### src/rtl/traffic_light_pkg.sv
// Shared types and constants for the two-road traffic light controller.
// C1/C3 encodings exist always; they are only reachable with TRAFFIC_ALLRED_EN defined.
package traffic_light_pkg;

   typedef enum logic [2:0] {
      S0 = 3'd0,
      S1 = 3'd1,
      S2 = 3'd2,
      S3 = 3'd3,
      C1 = 3'd4,
      C3 = 3'd5
   } state_t;

   // Words are right-justified in 64 bits with zero upper bytes.
   localparam logic [63:0] LIGHT_GREEN  = {24'h0, "GREEN"};
   localparam logic [63:0] LIGHT_YELLOW = {16'h0, "YELLOW"};
   localparam logic [63:0] LIGHT_RED    = {40'h0, "RED"};

   // States whose duration is set by the dwell counter rather than by sensors.
   function automatic logic is_timed(input state_t s);
      return (s == S1) || (s == S3) || (s == C1) || (s == C3);
   endfunction

endpackage

### src/rtl/traffic_light_mode.sv
// Parade mode register: p sets, r clears, p wins when both are high.
module traffic_light_mode (
   input  logic clk,
   input  logic rstn,
   input  logic p,
   input  logic r,
   output logic m
);

   always_ff @(posedge clk) begin
      if (rstn) begin
         m <= 1'b0;
      end else if (p) begin
         m <= 1'b1;
      end else if (r) begin
         m <= 1'b0;
      end
   end

endmodule

### src/rtl/traffic_light.sv
// Two-road Moore traffic light controller with sensor hold and parade mode.
// Optional all-red clearance phases are enabled by defining TRAFFIC_ALLRED_EN.
module traffic_light
   import traffic_light_pkg::*;
#(
   parameter int YELLOW_CYCLES = 5,
   parameter int ALLRED_CYCLES = 2
) (
   input  logic        clk,
   input  logic        rstn,
   input  logic        p,
   input  logic        r,
   input  logic        t_a,
   input  logic        t_b,
   output logic [63:0] l_a,
   output logic [63:0] l_b
);

   localparam int CNT_MAX = (YELLOW_CYCLES > ALLRED_CYCLES) ? YELLOW_CYCLES : ALLRED_CYCLES;
   localparam int CNT_W   = $clog2(CNT_MAX + 1);
   localparam logic [CNT_W-1:0] Y_LAST = CNT_W'(YELLOW_CYCLES - 1);
`ifdef TRAFFIC_ALLRED_EN
   localparam logic [CNT_W-1:0] A_LAST = CNT_W'(ALLRED_CYCLES - 1);
`endif

   state_t           state;
   state_t           state_nxt;
   logic [CNT_W-1:0] cnt;
   logic             m;

   traffic_light_mode u_mode (
      .clk  (clk),
      .rstn (rstn),
      .p    (p),
      .r    (r),
      .m    (m)
   );

   always_ff @(posedge clk) begin
      if (rstn) begin
         state <= S0;
      end else begin
         state <= state_nxt;
      end
   end

   // Counter restarts on every state change so each timed phase sees 0..LAST.
   always_ff @(posedge clk) begin
      if (rstn || (state_nxt != state)) begin
         cnt <= '0;
      end else if (is_timed(state)) begin
         cnt <= cnt + CNT_W'(1);
      end else begin
         cnt <= '0;
      end
   end

   always_comb begin
      state_nxt = S0;
      case (state)
         S0: state_nxt = t_a ? S0 : S1;
`ifdef TRAFFIC_ALLRED_EN
         S1: state_nxt = (cnt == Y_LAST) ? C1 : S1;
         C1: state_nxt = (cnt == A_LAST) ? S2 : C1;
         S2: state_nxt = (!t_b && !m) ? S3 : S2;
         S3: state_nxt = (cnt == Y_LAST) ? C3 : S3;
         C3: state_nxt = (cnt == A_LAST) ? S0 : C3;
`else
         S1: state_nxt = (cnt == Y_LAST) ? S2 : S1;
         S2: state_nxt = (!t_b && !m) ? S3 : S2;
         S3: state_nxt = (cnt == Y_LAST) ? S0 : S3;
`endif
         default: state_nxt = S0;
      endcase
   end

   // Any state without a light assignment shows red on both roads.
   always_comb begin
      l_a = LIGHT_RED;
      l_b = LIGHT_RED;
      case (state)
         S0: begin l_a = LIGHT_GREEN;  l_b = LIGHT_RED;    end
         S1: begin l_a = LIGHT_YELLOW; l_b = LIGHT_RED;    end
         S2: begin l_a = LIGHT_RED;    l_b = LIGHT_GREEN;  end
         S3: begin l_a = LIGHT_RED;    l_b = LIGHT_YELLOW; end
         default: begin l_a = LIGHT_RED; l_b = LIGHT_RED;  end
      endcase
   end

endmodule

### config.mk
export PLATFORM = sky130hd
export DESIGN_NAME = traffic_light
export DESIGN_NICKNAME = d
export VERILOG_FILES = /design/src/rtl/traffic_light_pkg.sv /design/src/rtl/traffic_light_mode.sv /design/src/rtl/traffic_light.sv
export SDC_FILE = /design/constraint.sdc
export NUM_CORES = 1
export LEC_CHECK = 0
export CAP_MARGIN = 20
export CORE_MARGIN = 4
export CORE_UTILIZATION = 28
export DETAILED_ROUTE_END_ITERATION = 6
export PLACE_DENSITY = 0.83
export SYNTH_ARGS = -nofsm -noshare
export SYNTH_HDL_FRONTEND = slang
export SYNTH_SLANG_ARGS = --single-unit
### constraint.sdc
create_clock -name clk -period 1.35 [get_ports clk]
set_input_delay 0.27 -clock clk [delete_from_list [all_inputs] [get_ports clk]]
set_output_delay 0.27 -clock clk [all_outputs]
set_load 0.02 [all_outputs]
==> results of run 1 <==
area by class of cell:
class	count	share of cell area
multi-input cells	101	0.405
repair buffers	57	0.366
flip-flops and latches	6	0.114
well taps	50	0.0573
clock buffers	3	0.0378
inverters	6	0.0206
routing by layer:
layer | vias to the layer above | track usage
met1 | 273 | 0.0407
met4 | 0 | 0.00604
met5 | - | 0
met3 | 0 | 0.0424
li1 | 303 | -
met2 | 76 | 0.100
critical path, cell delays in order, from the launching register on:
cell	delay, ps
dfxtp_4	360
buf_6	140
dlygate4sd2_1	340
registers in the layout (all words and copies together), names as in the netlist:
name      cells
cnt           3
u_mode.m      1
state         2
repair_timing:
action | in CTS | in global routing
pin swaps | 0 | 1
resized for setup | 164 | 17
setup endpoints to repair | 48 | 19
hold buffers | 0 | 0
cell usage in the layout (no fill, tap or decap):
| cell type | instances |
|---|---|
| nor2_4 | 1 |
| dlygate4sd2_1 | 2 |
| clkdlybuf4s50_1 | 5 |
| clkdlybuf4s15_2 | 4 |
| a21oi_1 | 2 |
| and2b_4 | 1 |
| xnor2_1 | 2 |
| and2_4 | 1 |
| dfxtp_1 | 5 |
| nor3_2 | 1 |
| dfxtp_4 | 1 |
| nor3_1 | 1 |
| conb_1 | 80 |
| buf_4 | 8 |
| inv_1 | 6 |
| nand2_1 | 1 |
| clkdlybuf4s15_1 | 6 |
| buf_2 | 31 |
| buf_6 | 1 |
| nand3_1 | 1 |
| nand3b_1 | 1 |
| o21ai_1 | 1 |
| clkbuf_8 | 3 |
| ha_1 | 2 |
| nor2_1 | 6 |
stage by stage:
| step | area, um2 | setup TNS, ps | instances |
|---|---|---|---|
| final | 1090 | 0 | 223 |
| after global routing | 1090 | -70.9 | 223 |
| after CTS | 1140 | 0 | 223 |
| after detailed placement | 1200 | -8080 | 220 |
| after global placement | 1200 | -6630 | 220 |
| after floorplan | 1500 | 0 | 236 |
kinds of logic after synthesis:
family | Yosys count | synth area share
and+or+nand+nor | 14 | 0.0615
xor gates and xnor gates | 2 | 0.0146
buffers and inverters | 129 | 0.784
DFF | 6 | 0.100
other | 2 | 0.00625
adders and majority gates | 2 | 0.0208
AOI/OAI and AO/OA | 3 | 0.0125
cell usage after synthesis:
cell      count
a21oi_1       2
and2_2        1
and2b_2       1
buf_4       120
buf_6         1
clkbuf_1      2
conb_1        2
dfxtp_1       6
ha_1          2
inv_1         6
nand2_1       1
nand3_1       1
nand3b_1      1
nor2_1        7
nor3_1        1
nor3_2        1
o21ai_1       1
xnor2_1       2
where the power goes:
| part | switching (mW) | internal [mW] | leakage [nW] |
|---|---|---|---|
| Combinational | 0.332 | 0.0864 | 0.588 |
| Sequential | 0.00707 | 0.186 | 0.0499 |
| Clock | 0.0735 | 0.191 | 0.0216 |
final timing paths:
path,start,end,slack [ps],cells after the start
hold reg to reg,cnt[0]$_SDFF_PP0_,cnt[0]$_SDFF_PP0_,460,1
setup reg to reg,cnt[0]$_SDFF_PP0_,cnt[0]$_SDFF_PP0_,360,5
hold / removal,cnt[0]$_SDFF_PP0_,cnt[0]$_SDFF_PP0_,460,1
setup / recovery,state[1]$_SDFF_PP0_,l_a[17],20,2
==> key figures, run 1 <==
Final layout
  – # nets final: 183
  – Share of cells above drive strength 1: 0.301
  – Post-layout util: 0.267
  – # diodes: 0
  – Multi-input gate area: 442 um2
  – Register area: 124 um2
  – Area delta synth->final: -9.17%
  – Number of fill cells: 477

Drt
  – Drt total wl: 1920 um
  – Vias per cell: 2.92
  – Met2 routed WL: 959 um
  – Via count: 652
  – Antenna-violating nets left: 0
  – WL/cell: 8.59 um
  – Metal-1 WL: 469 um
  – Drc violations: 0
  – First-pass iteration count of the detailed router: 2
  – Max layer used: met3
  – Detail Route met3 WL: 487 um
  – Initial drt markers: 3

Clock tree
  – Clk pin slew, worst setup/hold paths: 40 ps
  – Clk sinks: 6
  – CTS tree: done
  – Clock root buffer: clkbuf_8
  – Post-CTS setup buffer count: 0
  – Clk buf depth: 2
  – H-tree levels: 1
  – Total CTS buffers: 3
  – Clock latency on the worst-skew pair: 220 ps

Synth
  – Post-synth top area cell: buf_4
  – Fraction of the yosys area taken by sequential cells: 0.100
  – Yosys Warn Count: 0
  – Synth top area cells: buf_4 (75%), dfxtp_1 (10%), nor2_1 (2.2%)
  – Syn_area_per_cell: 7.60 um2
  – Seq cells post-synth: 6
  – Cells after Synth: 158
  – Unique masters post-synth: 18
  – Post-Syn Area: 0.00120 mm2
  – Synth top area share: 0.750

Floorplanning
  – Starting density of the core: 0.294
  – Io pins: 134
  – Die X: 73.5 um
  – Core area: 0.00409 mm2
  – Die Area: 0.00540 mm2
  – Die Y: 73.5 um
  – # rows: 23

Timing
  – Max Fclk: 754 MHz
  – Clock skew: 3.34 ps
  – Final period util: 0.982
  – Crit path time final: 1330 ps
  – Final Hold Violating Endpoints: 0
  – Hold Slack: 464 ps
  – Final setup fails: 0
  – Max-slew violation count: 0
  – RSZ-0062 raised after global routing: yes
  – Setup ws final: 23.9 ps

Global route
  – First-pass GRT wire length: 2140 um
  – Largest net degree at the start of global routing: 12
  – Total congestion overflow: 0
  – Total GRT Usage: 0.0521
  – Vias in the first global route: 474
  – Number of antenna violations at the first check in global routing: 0

Run
  – Max cap viols: 0

Min path
  – Hold Crit Class: reg -> reg

Power
  – Pwr Total: 0.876 mW
  – Static leakage: 0.659 nW
  – Peak VDD IR: 235 uV
  – PwrDens: 803 mW/mm2

Worst setup path
  – CP arrival: 1060 ps
  – Critical path type: reg -> out
  – Startpoint types: flip-flop
  – CP required: 1080 ps
  – Crit. End Element: output pin
  – Crit Path Max Fanout: 11

Placed design
  – GPL Wtd Cong: 0.561
  – IO buf count: 53
  – Post-DP HPWL: 1670 um
  – Place WS: -230 ps

Outcome
  – Status: finished clean
Note: power is estimated with default switching activity, not from simulation.
==> inputs of run 2 (changes only) <==
--- a/config.mk
+++ b/config.mk
@@ -9,6 +9,7 @@
 export CORE_MARGIN = 4
 export CORE_UTILIZATION = 28
 export DETAILED_ROUTE_END_ITERATION = 6
+export HOLD_SLACK_MARGIN = 0.1
 export PLACE_DENSITY = 0.83
 export SYNTH_ARGS = -nofsm -noshare
 export SYNTH_HDL_FRONTEND = slang
==> results of run 2 <==
Final layout, timing and power as in run 1 (identical DEF).
==> inputs of run 3 (changes only) <==
--- a/config.mk
+++ b/config.mk
@@ -6,7 +6,7 @@
 export NUM_CORES = 1
 export LEC_CHECK = 0
 export CAP_MARGIN = 20
-export CORE_MARGIN = 4
+export CORE_ASPECT_RATIO = 0.9
 export CORE_UTILIZATION = 28
 export DETAILED_ROUTE_END_ITERATION = 6
 export HOLD_SLACK_MARGIN = 0.1
==> key figures, run 3 (synthesis gave the netlist of run 1 again) <==
Outcome
  – Status: finished with violations
  – Failing checks: design-rule violations

Final layout
  – Top reg by flops: cnt
  – Commonest non-fill, non-tap cell in the layout: conb_1
  – Number of fill cells: 471 (-1.3%)
  – Max reg flops: 3 (unchanged)
  – # diodes: 0 (unchanged)
  – Top Registers: cnt (3), state (2), u_mode.m (1)
  – Commonest non-fill, non-tap cells in the layout: conb_1 (80), buf_2 (28), clkbuf_2 (12), buf_4 (7)
  – # nets final: 185 (+1.1%)
  – Multi-input gate area: 442 um2 (unchanged)
  – Share of cells above drive strength 1: 0.337 (+0.0366)
  – Area delta synth->final: -11.4%
  – Final Cell Area: 0.00106 mm2 (-2.4%)
  – Register area: 121 um2 (-2.0%)

Power
  – Peak VDD IR: 234 uV (-0.19%)
  – Seq pwr share: 0.222 (+0.002)
  – Pint: 0.468 mW (+1.0%)
  – Pwr Total: 0.879 mW (+0.34%)
  – PwrDens: 825 mW/mm2 (+2.8%)
  – Switching power: 0.411 mW (-0.45%)
  – Sw frac: 0.467 (-0.00370)
  – Static leakage: 0.666 nW (+0.94%)
  – Fraction of power consumed by the clock network: 0.301 (about the same)
  – Gate power share: 0.477 (about the same)

Clock tree
  – Post-CTS setup buffer count: 0 (unchanged)
  – Clk buf depth: 2 (unchanged)
  – Total CTS buffers: 3 (unchanged)
  – Clk pin slew, worst setup/hold paths: 30 ps (about the same)
  – Clock latency on the worst-skew pair: 220 ps (about the same)
  – H-tree levels: 1 (unchanged)
  – Clk sinks: 6 (unchanged)
  – CTS tree: done
  – Clock root buffer: clkbuf_8
  – Hold-fix buffers at CTS: 0 (unchanged)

Drt
  – Initial drt markers: 23 (+20)
  – WL/cell: 6.75 um (-21%)
  – Via count: 665 (+2.0%)
  – Drt total wl: 1510 um (-21%)
  – Drc violations: 10 (+10)
  – First-pass iteration count of the detailed router: 6 (+4)
  – Antenna-violating nets left: 0 (unchanged)
  – Vias per cell: 2.98 (+2.0%)

Worst setup path
  – Critical Path Slowest Stage Cell: dfxtp_1
  – Cell-by-cell trace of the critical path: and2_4, clkdlybuf4s15_2
  – Slowest stage delay, CP: 370 ps (about the same)
  – Crit. End Element: output pin
  – Crit Path Max Fanout: 11 (unchanged)
  – CP required: 1080 ps (about the same)
  – Critical path type: reg -> out
  – CP arrival: 1060 ps (about the same)
  – Startpoint types: flip-flop
  – Setup slack, reg-to-reg: 360 ps (about the same)

Placed design
  – Place WS: -214 ps (+15.6 ps)
  – GPL Wtd Cong: 0.575 (+2.6%)
  – Post-DP HPWL: 1240 um (-26%)
  – Dpl cell area: 0.00121 mm2 (+1.0%)
  – IO buf count: 53 (unchanged)

Floorplanning
  – Die Y: 64.1 um (-13%)
  – Die Area: 0.00456 mm2 (-16%)
  – # rows: 22 (-4.3%)
  – Die X: 71.0 um (-3.3%)
  – Io pins: 134 (unchanged)
  – Core area: 0.00410 mm2 (+0.37%)
  – Starting density of the core: 0.293 (-0.00108)

Global route
  – Vias in the first global route: 399 (-16%)
  – Number of antenna violations at the first check in global routing: 0 (unchanged)
  – Total congestion overflow: 0 (unchanged)
  – First-pass GRT wire length: 1930 um (-9.7%)
  – Total GRT Usage: 0.0559 (+0.00386)
  – Largest net degree at the start of global routing: 12 (unchanged)

Timing
  – Final Hold Violating Endpoints: 0 (unchanged)
  – Max Fclk: 752 MHz (-0.28%)
  – Sum Neg Setup Slack: 0 ps (unchanged)
  – Setup ws final: 20.2 ps (-3.77 ps)
  – Hold Slack: 461 ps (-2.24 ps)
  – RSZ-0062 raised after global routing: yes
  – Final setup fails: 0 (unchanged)
  – Max-slew violation count: 0 (unchanged)
  – Crit path time final: 1330 ps (+3.77 ps)
  – Clock skew: 1.24 ps (-2.09 ps)
  – Final period util: 0.985 (+0.00279)

Run
  – Max cap viols: 0 (unchanged)

Min path
  – Hold Crit Class: reg -> reg
## run 3: stage by stage
step | util | std cells
after floorplan | - | 236
after global placement | 0.296 | 220
after detailed placement | 0.296 | 220
after CTS | 0.288 | 223
after global routing | 0.260 | 223
final | 0.260 | 223
## run 3: repair_timing
item	in CTS	in global routing
hold endpoints to repair	0	0
endpoints found under the setup margin	48	36
gates resized for setup	132	46
cloned	0	0
## run 3: final cells by class
type,instances,share of cell area
clock buffers,3,0.0388
inverters,6,0.0212
multi-input cells,101,0.415
flip-flops and latches,6,0.114
well taps,48,0.0564
repair buffers,59,0.355
## run 3: routing by layer
metal,track usage,part of all wire,vias to the layer above
met5,0,0,-
li1,-,-,306
met3,0.0426,0.22,4
met4,0.0225,0.0093,0
met1,0.0511,0.28,285
met2,0.0938,0.49,70
## run 3: final timing paths
| path | from | end | cells after the start |
|---|---|---|---|
| max | state[0]$_SDFF_PP0_ | l_b[44] | 2 |
| min | cnt[0]$_SDFF_PP0_ | cnt[0]$_SDFF_PP0_ | 1 |
| max reg2reg | state[0]$_SDFF_PP0_ | state[1]$_SDFF_PP0_ | 5 |
| min reg2reg | cnt[0]$_SDFF_PP0_ | cnt[0]$_SDFF_PP0_ | 1 |
## run 3: worst max-delay path, delay by kind of cell (launching register included)
family	cells	cell delay, ps
flip-flops	1	370
AND/OR/NAND/NOR	1	210
buffers and inverters	1	260
## run 3: power groups by stage
stage	Sequential (mW)	Clock, mW	Combinational, mW
after floorplan	0.198	0	0.556
after global placement	0.196	0	0.459
after detailed placement	0.197	0	0.463
after CTS	0.195	0.274	0.419
after global routing	0.197	0.287	0.447
final	0.195	0.264	0.419
